## src/rtl/fp_mul_pipe.sv

```systemverilog
// -----------------------------------------------------------------------------
// fp_mul_pipe
// Three-stage pipelined floating-point multiplier with generic exponent and
// mantissa widths. It sits between the operand issue logic and the result
// writeback.
//
// Stages:
//    S1  unpack operands and classify them as zero, Inf or NaN
//    S2  form the biased exponent sum and the full significand product
//    S3  normalise, round, detect overflow/underflow, resolve special values,
//        and pack the result into the output register
//
// Configuration macro:
//    FP_MUL_ROUND_EN  defined   -> round to nearest, ties to even
//                     undefined -> truncate (round toward zero)
//
// Ports:
//    clk        in   clock; all logic is on the rising edge
//    rst        in   synchronous reset, active-high
//    in_valid   in   operand pair a/b is valid
//    in_ready   out  the block accepts a/b this cycle
//    a, b       in   operands {sign, exp, man}
//    out_valid  out  m and the flags are valid
//    out_ready  in   the consumer accepts m this cycle
//    m          out  product a*b
//    overflow   out  result above max finite; m = +/-Inf
//    underflow  out  result below min normal; m = +/-0
//    invalid    out  NaN operand or Inf*0; m = canonical quiet NaN
// -----------------------------------------------------------------------------
module fp_mul_pipe #(
   parameter  int EXP_W      = 8,
   parameter  int MAN_W      = 23,
   localparam int DATA_WIDTH = 1 + EXP_W + MAN_W
) (
   input  logic                  clk,
   input  logic                  rst,
   input  logic                  in_valid,
   output logic                  in_ready,
   input  logic [DATA_WIDTH-1:0] a,
   input  logic [DATA_WIDTH-1:0] b,
   output logic                  out_valid,
   input  logic                  out_ready,
   output logic [DATA_WIDTH-1:0] m,
   output logic                  overflow,
   output logic                  underflow,
   output logic                  invalid
);

   // The exponent is carried signed with two extra bits. This leaves room for
   // the sum of two biased exponents and for results that fall below zero.
   localparam int EW = EXP_W + 2;
   localparam int PW = 2 * MAN_W + 2;

   localparam logic signed [EW-1:0] BIAS     = EW'((1 << (EXP_W - 1)) - 1);
   localparam logic signed [EW-1:0] E_MAX    = EW'((1 << EXP_W) - 1);
   localparam logic signed [EW-1:0] E_ZERO   = '0;
   localparam logic [EXP_W-1:0]     EXP_ONES = '1;
   localparam logic [EXP_W-1:0]     EXP_NIL  = '0;
   localparam logic [MAN_W-1:0]     MAN_NIL  = '0;
   localparam logic [MAN_W-1:0]     MAN_QNAN = {1'b1, {(MAN_W - 1){1'b0}}};

   // The whole pipe advances together. No stage squeezes out a bubble on its own.
   logic w_adv;

   // ---------------------------------------------------------------- S1 unpack
   logic [DATA_WIDTH-1:0] w_op   [2];
   logic [EXP_W-1:0]      w_exp  [2];
   logic [MAN_W-1:0]      w_man  [2];
   logic                  w_zero [2];
   logic                  w_nan  [2];
   logic                  w_inf  [2];

   assign w_op[0] = a;
   assign w_op[1] = b;

   genvar gi;
   generate
      for (gi = 0; gi < 2; gi++) begin : g_unpack
         assign w_exp[gi]  = w_op[gi][DATA_WIDTH-2 -: EXP_W];
         assign w_man[gi]  = w_op[gi][MAN_W-1:0];
         // A zero exponent field covers true zeros and subnormals. Both are
         // flushed to zero, and the sign is kept.
         assign w_zero[gi] = (w_exp[gi] == EXP_NIL);
         assign w_nan[gi]  = (w_exp[gi] == EXP_ONES) && (w_man[gi] != MAN_NIL);
         assign w_inf[gi]  = (w_exp[gi] == EXP_ONES) && (w_man[gi] == MAN_NIL);
      end
   endgenerate

   logic w_s1_sign;
   logic w_s1_inv;
   logic w_s1_inf;
   logic w_s1_zero;

   assign w_s1_sign = w_op[0][DATA_WIDTH-1] ^ w_op[1][DATA_WIDTH-1];
   assign w_s1_inf  = w_inf[0] | w_inf[1];
   assign w_s1_zero = w_zero[0] | w_zero[1];
   assign w_s1_inv  = w_nan[0] | w_nan[1] | (w_s1_inf & w_s1_zero);

   logic             r_s1_valid;
   logic             r_s1_sign;
   logic             r_s1_inv;
   logic             r_s1_inf;
   logic             r_s1_zero;
   logic [EXP_W-1:0] r_s1_ea;
   logic [EXP_W-1:0] r_s1_eb;
   logic [MAN_W-1:0] r_s1_ma;
   logic [MAN_W-1:0] r_s1_mb;

   // ------------------------------------------------------------ S2 arithmetic
   logic signed [EW-1:0] w_s2_e;
   logic [PW-1:0]        w_s2_p;

   assign w_s2_e = $signed({2'b00, r_s1_ea}) + $signed({2'b00, r_s1_eb}) - BIAS;
   assign w_s2_p = PW'({1'b1, r_s1_ma}) * PW'({1'b1, r_s1_mb});

   logic                 r_s2_valid;
   logic                 r_s2_sign;
   logic                 r_s2_inv;
   logic                 r_s2_inf;
   logic                 r_s2_zero;
   logic signed [EW-1:0] r_s2_e;
   logic [PW-1:0]        r_s2_p;

   // ------------------------------------------------ S3 normalise/round/pack
   // The product of two significands in [1,2) lies in [1,4). The top bit
   // selects which window of the product becomes the significand.
   logic                 w_norm;
   logic [MAN_W:0]       w_sig;
   logic                 w_guard;
   logic                 w_sticky;
   logic                 w_inc;
   logic [MAN_W+1:0]     w_sum;
   logic                 w_carry;
   logic [MAN_W-1:0]     w_frac;
   logic signed [EW-1:0] w_e3;
   logic                 w_ovf;
   logic                 w_unf;

   assign w_norm   = r_s2_p[PW-1];
   assign w_sig    = w_norm ? r_s2_p[PW-1 -: MAN_W+1] : r_s2_p[PW-2 -: MAN_W+1];
   assign w_guard  = w_norm ? r_s2_p[MAN_W] : r_s2_p[MAN_W-1];
   assign w_sticky = w_norm ? (|r_s2_p[MAN_W-1:0]) : (|r_s2_p[MAN_W-2:0]);

`ifdef FP_MUL_ROUND_EN
   assign w_inc = w_guard & (w_sticky | w_sig[0]);
`else
   // Truncation ignores the guard and sticky bits. They are still formed so
   // that the datapath stays the same in both builds.
   logic w_unused_rnd;
   assign w_unused_rnd = w_guard ^ w_sticky;
   assign w_inc        = 1'b0;
`endif

   assign w_sum   = {1'b0, w_sig} + {{(MAN_W + 1){1'b0}}, w_inc};
   // A carry out of rounding gives exactly 2.0. Renormalise by one place.
   assign w_carry = w_sum[MAN_W+1];
   assign w_frac  = w_carry ? w_sum[MAN_W:1] : w_sum[MAN_W-1:0];
   assign w_e3    = r_s2_e
                  + $signed({{(EW - 1){1'b0}}, w_norm})
                  + $signed({{(EW - 1){1'b0}}, w_carry});
   assign w_ovf   = (w_e3 >= E_MAX);
   assign w_unf   = (w_e3 <= E_ZERO);

   logic [DATA_WIDTH-1:0] w_res_m;
   logic                  w_res_ovf;
   logic                  w_res_unf;
   logic                  w_res_inv;

   // Special operands take priority over any arithmetic result. Because the
   // chain is exclusive, at most one flag can be set.
   always_comb begin
      w_res_m   = {r_s2_sign, w_e3[EXP_W-1:0], w_frac};
      w_res_ovf = 1'b0;
      w_res_unf = 1'b0;
      w_res_inv = 1'b0;
      if (r_s2_inv) begin
         w_res_m   = {1'b0, EXP_ONES, MAN_QNAN};
         w_res_inv = 1'b1;
      end else if (r_s2_inf) begin
         w_res_m = {r_s2_sign, EXP_ONES, MAN_NIL};
      end else if (r_s2_zero) begin
         w_res_m = {r_s2_sign, EXP_NIL, MAN_NIL};
      end else if (w_ovf) begin
         w_res_m   = {r_s2_sign, EXP_ONES, MAN_NIL};
         w_res_ovf = 1'b1;
      end else if (w_unf) begin
         w_res_m   = {r_s2_sign, EXP_NIL, MAN_NIL};
         w_res_unf = 1'b1;
      end
   end

   logic                  r_s3_valid;
   logic [DATA_WIDTH-1:0] r_m;
   logic                  r_ovf;
   logic                  r_unf;
   logic                  r_inv;

   assign w_adv = !r_s3_valid | out_ready;

   // Valid bits and the visible outputs are reset. When the pipe is stalled,
   // they keep their values because every register is enabled by w_adv.
   always_ff @(posedge clk) begin
      if (rst) begin
         r_s1_valid <= 1'b0;
         r_s2_valid <= 1'b0;
         r_s3_valid <= 1'b0;
         r_m        <= '0;
         r_ovf      <= 1'b0;
         r_unf      <= 1'b0;
         r_inv      <= 1'b0;
      end else if (w_adv) begin
         r_s1_valid <= in_valid;
         r_s2_valid <= r_s1_valid;
         r_s3_valid <= r_s2_valid;
         r_m        <= w_res_m;
         r_ovf      <= w_res_ovf;
         r_unf      <= w_res_unf;
         r_inv      <= w_res_inv;
      end
   end

   // Datapath registers need no reset. Their contents matter only when a
   // valid bit is set, and the valid bits are reset.
   always_ff @(posedge clk) begin
      if (w_adv) begin
         r_s1_sign <= w_s1_sign;
         r_s1_inv  <= w_s1_inv;
         r_s1_inf  <= w_s1_inf;
         r_s1_zero <= w_s1_zero;
         r_s1_ea   <= w_exp[0];
         r_s1_eb   <= w_exp[1];
         r_s1_ma   <= w_man[0];
         r_s1_mb   <= w_man[1];
         r_s2_sign <= r_s1_sign;
         r_s2_inv  <= r_s1_inv;
         r_s2_inf  <= r_s1_inf;
         r_s2_zero <= r_s1_zero;
         r_s2_e    <= w_s2_e;
         r_s2_p    <= w_s2_p;
      end
   end

   assign in_ready  = w_adv;
   assign out_valid = r_s3_valid;
   assign m         = r_m;
   assign overflow  = r_ovf;
   assign underflow = r_unf;
   assign invalid   = r_inv;

endmodule

```

## config.mk

```make
export PLATFORM = sky130hd
export DESIGN_NAME = fp_mul_pipe
export DESIGN_NICKNAME = d
export VERILOG_FILES = /design/src/rtl/fp_mul_pipe.sv
export SDC_FILE = /design/constraint.sdc
export NUM_CORES = 2
export LEC_CHECK = 0
export CORE_MARGIN = 4
export CORE_UTILIZATION = 60
export CTS_CLUSTER_SIZE = 20
export DETAILED_ROUTE_END_ITERATION = 8
export PLACE_DENSITY = 0.79
export SKIP_LAST_GASP = 1
export SLEW_MARGIN = 20
export SYNTH_ARGS = -nofsm -noshare
export SYNTH_HDL_FRONTEND = slang
export SYNTH_SLANG_ARGS = --single-unit
export TNS_END_PERCENT = 100
```

## constraint.sdc

```tcl
create_clock -name clk -period 14.3 [get_ports clk]
set_input_delay 4.29 -clock clk [delete_from_list [all_inputs] [get_ports clk]]
set_output_delay 4.29 -clock clk [all_outputs]
set_load 0.02 [all_outputs]
```

==> flow_metrics.py <==
metrics = {
    "clock_network": {
        "cts_resized": 0,
        "clk_pin_slew_ns": 0.06,
        "insertion_delay_ns": 0.47,
        "cts_buffers": 17,
        "cts.sinks": 143,
        "cts_tree": "built",
        "ctsHoldBuffers": 0,
        "htreeDepth": 4,
        "clk_path_buf_depth": 2,
        "root_buffer": "clkbuf_16",
        "postCtsSetupRepairBufs": 0,
    },
    "yosys": {
        "synth_warnings": 0,
        "netlist_area_um2": 24100,
        "ys_async_sr_fraction_pct": 0,
        "syn_inst": 2478,
        "synth_adder_area_share_pct": 49.8,
        "syn_nets": 3214,
        "synth_seq_cells": 143,
        "synth_edf_count": 105,
        "synth_most_common_cell": "inv_1",
        "synth_top_area_cell": "fa_1",
        "synth-xor-area-share_pct": 1.64,
        "synthMuxAreaShare_pct": 1.07,
        "ys.flop_type": "edfxtp_1",
        "ys_top_cells_by_area": "fa_1 40%, edfxtp_1 13%, ha_1 9.7%, inv_1 9.2%, and2_1 6.2%",
        "yosys.area_share.simple_pct": 14.4,
        "syn_area_per_cell_um2": 9.71,
        "synth_common_cells": "591 x inv_1, 482 x fa_1, 301 x nand2_1, 240 x and2_1, 186 x ha_1",
        "synth.distinct_cells": 70,
        "synth_top_family_by_area": "adder cells",
        "synth_top_area_share_pct": 40.1,
        "synth_compound_area_share_pct": 5.69,
        "ys_seq_area_share_pct": 16.3,
    },
    "route": {
        "drc": 0,
        "routed_via_density": 5.78,
        "first_pass_iters": 6,
        "ant_nets": 0,
        "routed_wl_mm": 63.8,
        "wl_per_cell_um": 20.8,
        "first_iter_violations": 1399,
        "vias": 17700,
    },
    "setup_path": {
        "crit_type": "input pin to output pin",
        "cp_max_fo": 34,
        "reg2reg_to": "r_s2_p[47]",
        "cp_slowest_cell": "clkdlybuf4s50_1",
        "cp.required_ns": 10.01,
        "reg2regPathDepth": 24,
        "endpoint": "in_ready",
        "path_cells": "clkdlybuf4s50_1 -> nor2b_4 -> buf_4 -> inv_4 -> clkdlybuf4s50_1",
        "worst_path_largest_cell_delay_ns": 0.63,
        "critPathMostFrequentCell": "clkdlybuf4s50_1",
        "ff2ff_setup_slack_ns": 6.23,
        "crit_start": "out_ready",
        "cp-start-kind": "input pin",
        "setup.worst_path.end_class": "output pin",
        "r2r-start": "r_s1_mb[8]",
        "cp.arrival_ns": 6.30,
    },
    "sta": {
        "final.setup.tns_ns": 0,
        "final-hold-violation-count": 0,
        "setup_violations": 0,
        "relSlewSlack_pct": 19.3,
        "layout_min_cycle_time_ns": 10.59,
        "finalMaxSlewViolations": 0,
        "clock_skew_ns": 0.0123,
        "fin_crit_sh_pct": 74.1,
        "timing.fmax_ghz": 0.0944,
        "worst_pin_slew_ns": 1.20,
        "rsz0062_at_grt": "no",
    },
    "global_routing": {
        "grt_max_degree": 86,
        "grt_pass1_wl_mm": 103,
        "grt_pass1_vias": 19900,
        "overflow": 0,
        "antenna_found_initial": 0,
        "grt.total_usage_pct": 30.4,
    },
    "final_layout": {
        "fin_nets": 3264,
        "drive_gt1_share_pct": 5.63,
        "postLayoutCellArea_um2": 26200,
        "fin_cells": 3067,
        "syn_to_final_growth_pct": 9.02,
        "fill_cells": 3029,
    },
    "min_path": {
        "hp-class": "flop to flop",
        "hold-path-cell-count": 0,
    },
    "die": {
        "core-area_um2": 39700,
        "io_pins": 105,
        "rows": 73,
        "start_util_pct": 60.6,
        "die_w_um": 208,
        "fp.dieArea_um2": 43400,
        "die_h_um": 208,
    },
    "placement": {
        "placed_cell_area_um2": 25600,
        "port_buffers": 104,
        "dp_cells": 3032,
        "dp_hpwl_mm": 48.4,
        "gp_congestion": 0.955,
    },
    "flow_run": {
        "drv_cap": 0,
    },
    "outcome": {
        "status": "completed",
    },
}
[kinds of logic after synthesis]
logic type / count (synthesis)
AND/OR/NAND/NOR: 711
buffers and inverters: 709
adder cells (fa/ha/maj): 668
AO/OA/AOI/OAI: 179
flip-flops: 143
XOR/XNOR: 45
multiplexers: 23
[worst min path at each step]
| stage | to | slack [ns] | from |
|---|---|---|---|
| floorplan | r_s2_inf | 0.40 | r_s1_inf |
| global placement | r_s2_sign | 0.40 | r_s1_sign |
| detailed placement | r_s2_sign | 0.41 | r_s1_sign |
| CTS | r_s2_sign | 0.42 | r_s1_sign |
| global route | r_s2_zero | 0.43 | r_s1_zero |
| finish | r_s2_sign | 0.42 | r_s1_sign |
[critical path: cells and delay by family]
kind | cells | cell delay (ns)
AND/OR/NAND/NOR | 1 | 0.14
buffers and inverters | 4 | 1.84
[cell type report]
type / count / area [um2] / area share, %
well taps: 525 / 657 / 2.50
repair buffers: 146 / 1370 / 5.23
multi-input cells: 1626 / 17500 / 66.6
inverters: 594 / 2230 / 8.51
flip-flops and latches: 143 / 3910 / 14.9
clock buffers: 17 / 425 / 1.62
diodes: 1 / 2.50 / 0.00954
clock inverters: 15 / 154 / 0.586
[cell usage in the layout (no fill, tap or decap), types with 3 or more instances in the layout]
master and instances:
a211oi_1 5, a21o_1 19, a21oi_1 46, a22oi_2 20, a31oi_1 9, and2_1 240
and3_1 9, buf_4 40, clkbuf_16 17, clkdlybuf4s50_1 104, clkinv_1 3, dfxtp_1 38
edfxtp_1 105, fa_1 482, ha_1 186, inv_1 590, inv_6 5, mux2_2 22
nand2_1 301, nand2b_1 3, nand3_1 14, nand4_1 18, nor2_1 89, nor3_1 9
nor4_1 14, o21ai_0 19, o21ai_1 3, o21bai_1 11, o221a_2 8, o31ai_1 5
or3_1 3, xnor2_1 30, xor2_1 15
[routing by layer]
layer  vias up  GRT usage, %  part of all wire (%)
li1       7581             -                     -
met1      9034          36.2                    35
met2       822          51.7                    50
met3       287          7.03                   8.6
met4         0          16.2                   6.1
met5         -             0                     0
[flip-flops by register name, indices dropped and copies added (netlist names), 8 cells and up]
signal and flops:
m 32, r_s2_p 25, r_s1_ma 23, r_s1_mb 23
r_s2_e 10, r_s1_ea 8, r_s1_eb 8
[per-stage QoR]
step | hold WS, ns | utilization [%] | setup WS [ns]
2_1_floorplan | 0.400 | - | 2.23
3_3_place_gp | 0.401 | 64.5 | 3.79
3_5_place_dp | 0.407 | 64.5 | 3.74
4_1_cts | 0.421 | 66.0 | 3.71
5_1_grt | 0.426 | 66.0 | 3.63
6_report | 0.420 | 66.1 | 3.71
Power is not shown: default switching activity piles up to over one toggle a cycle in this logic, so the estimate is an artifact.
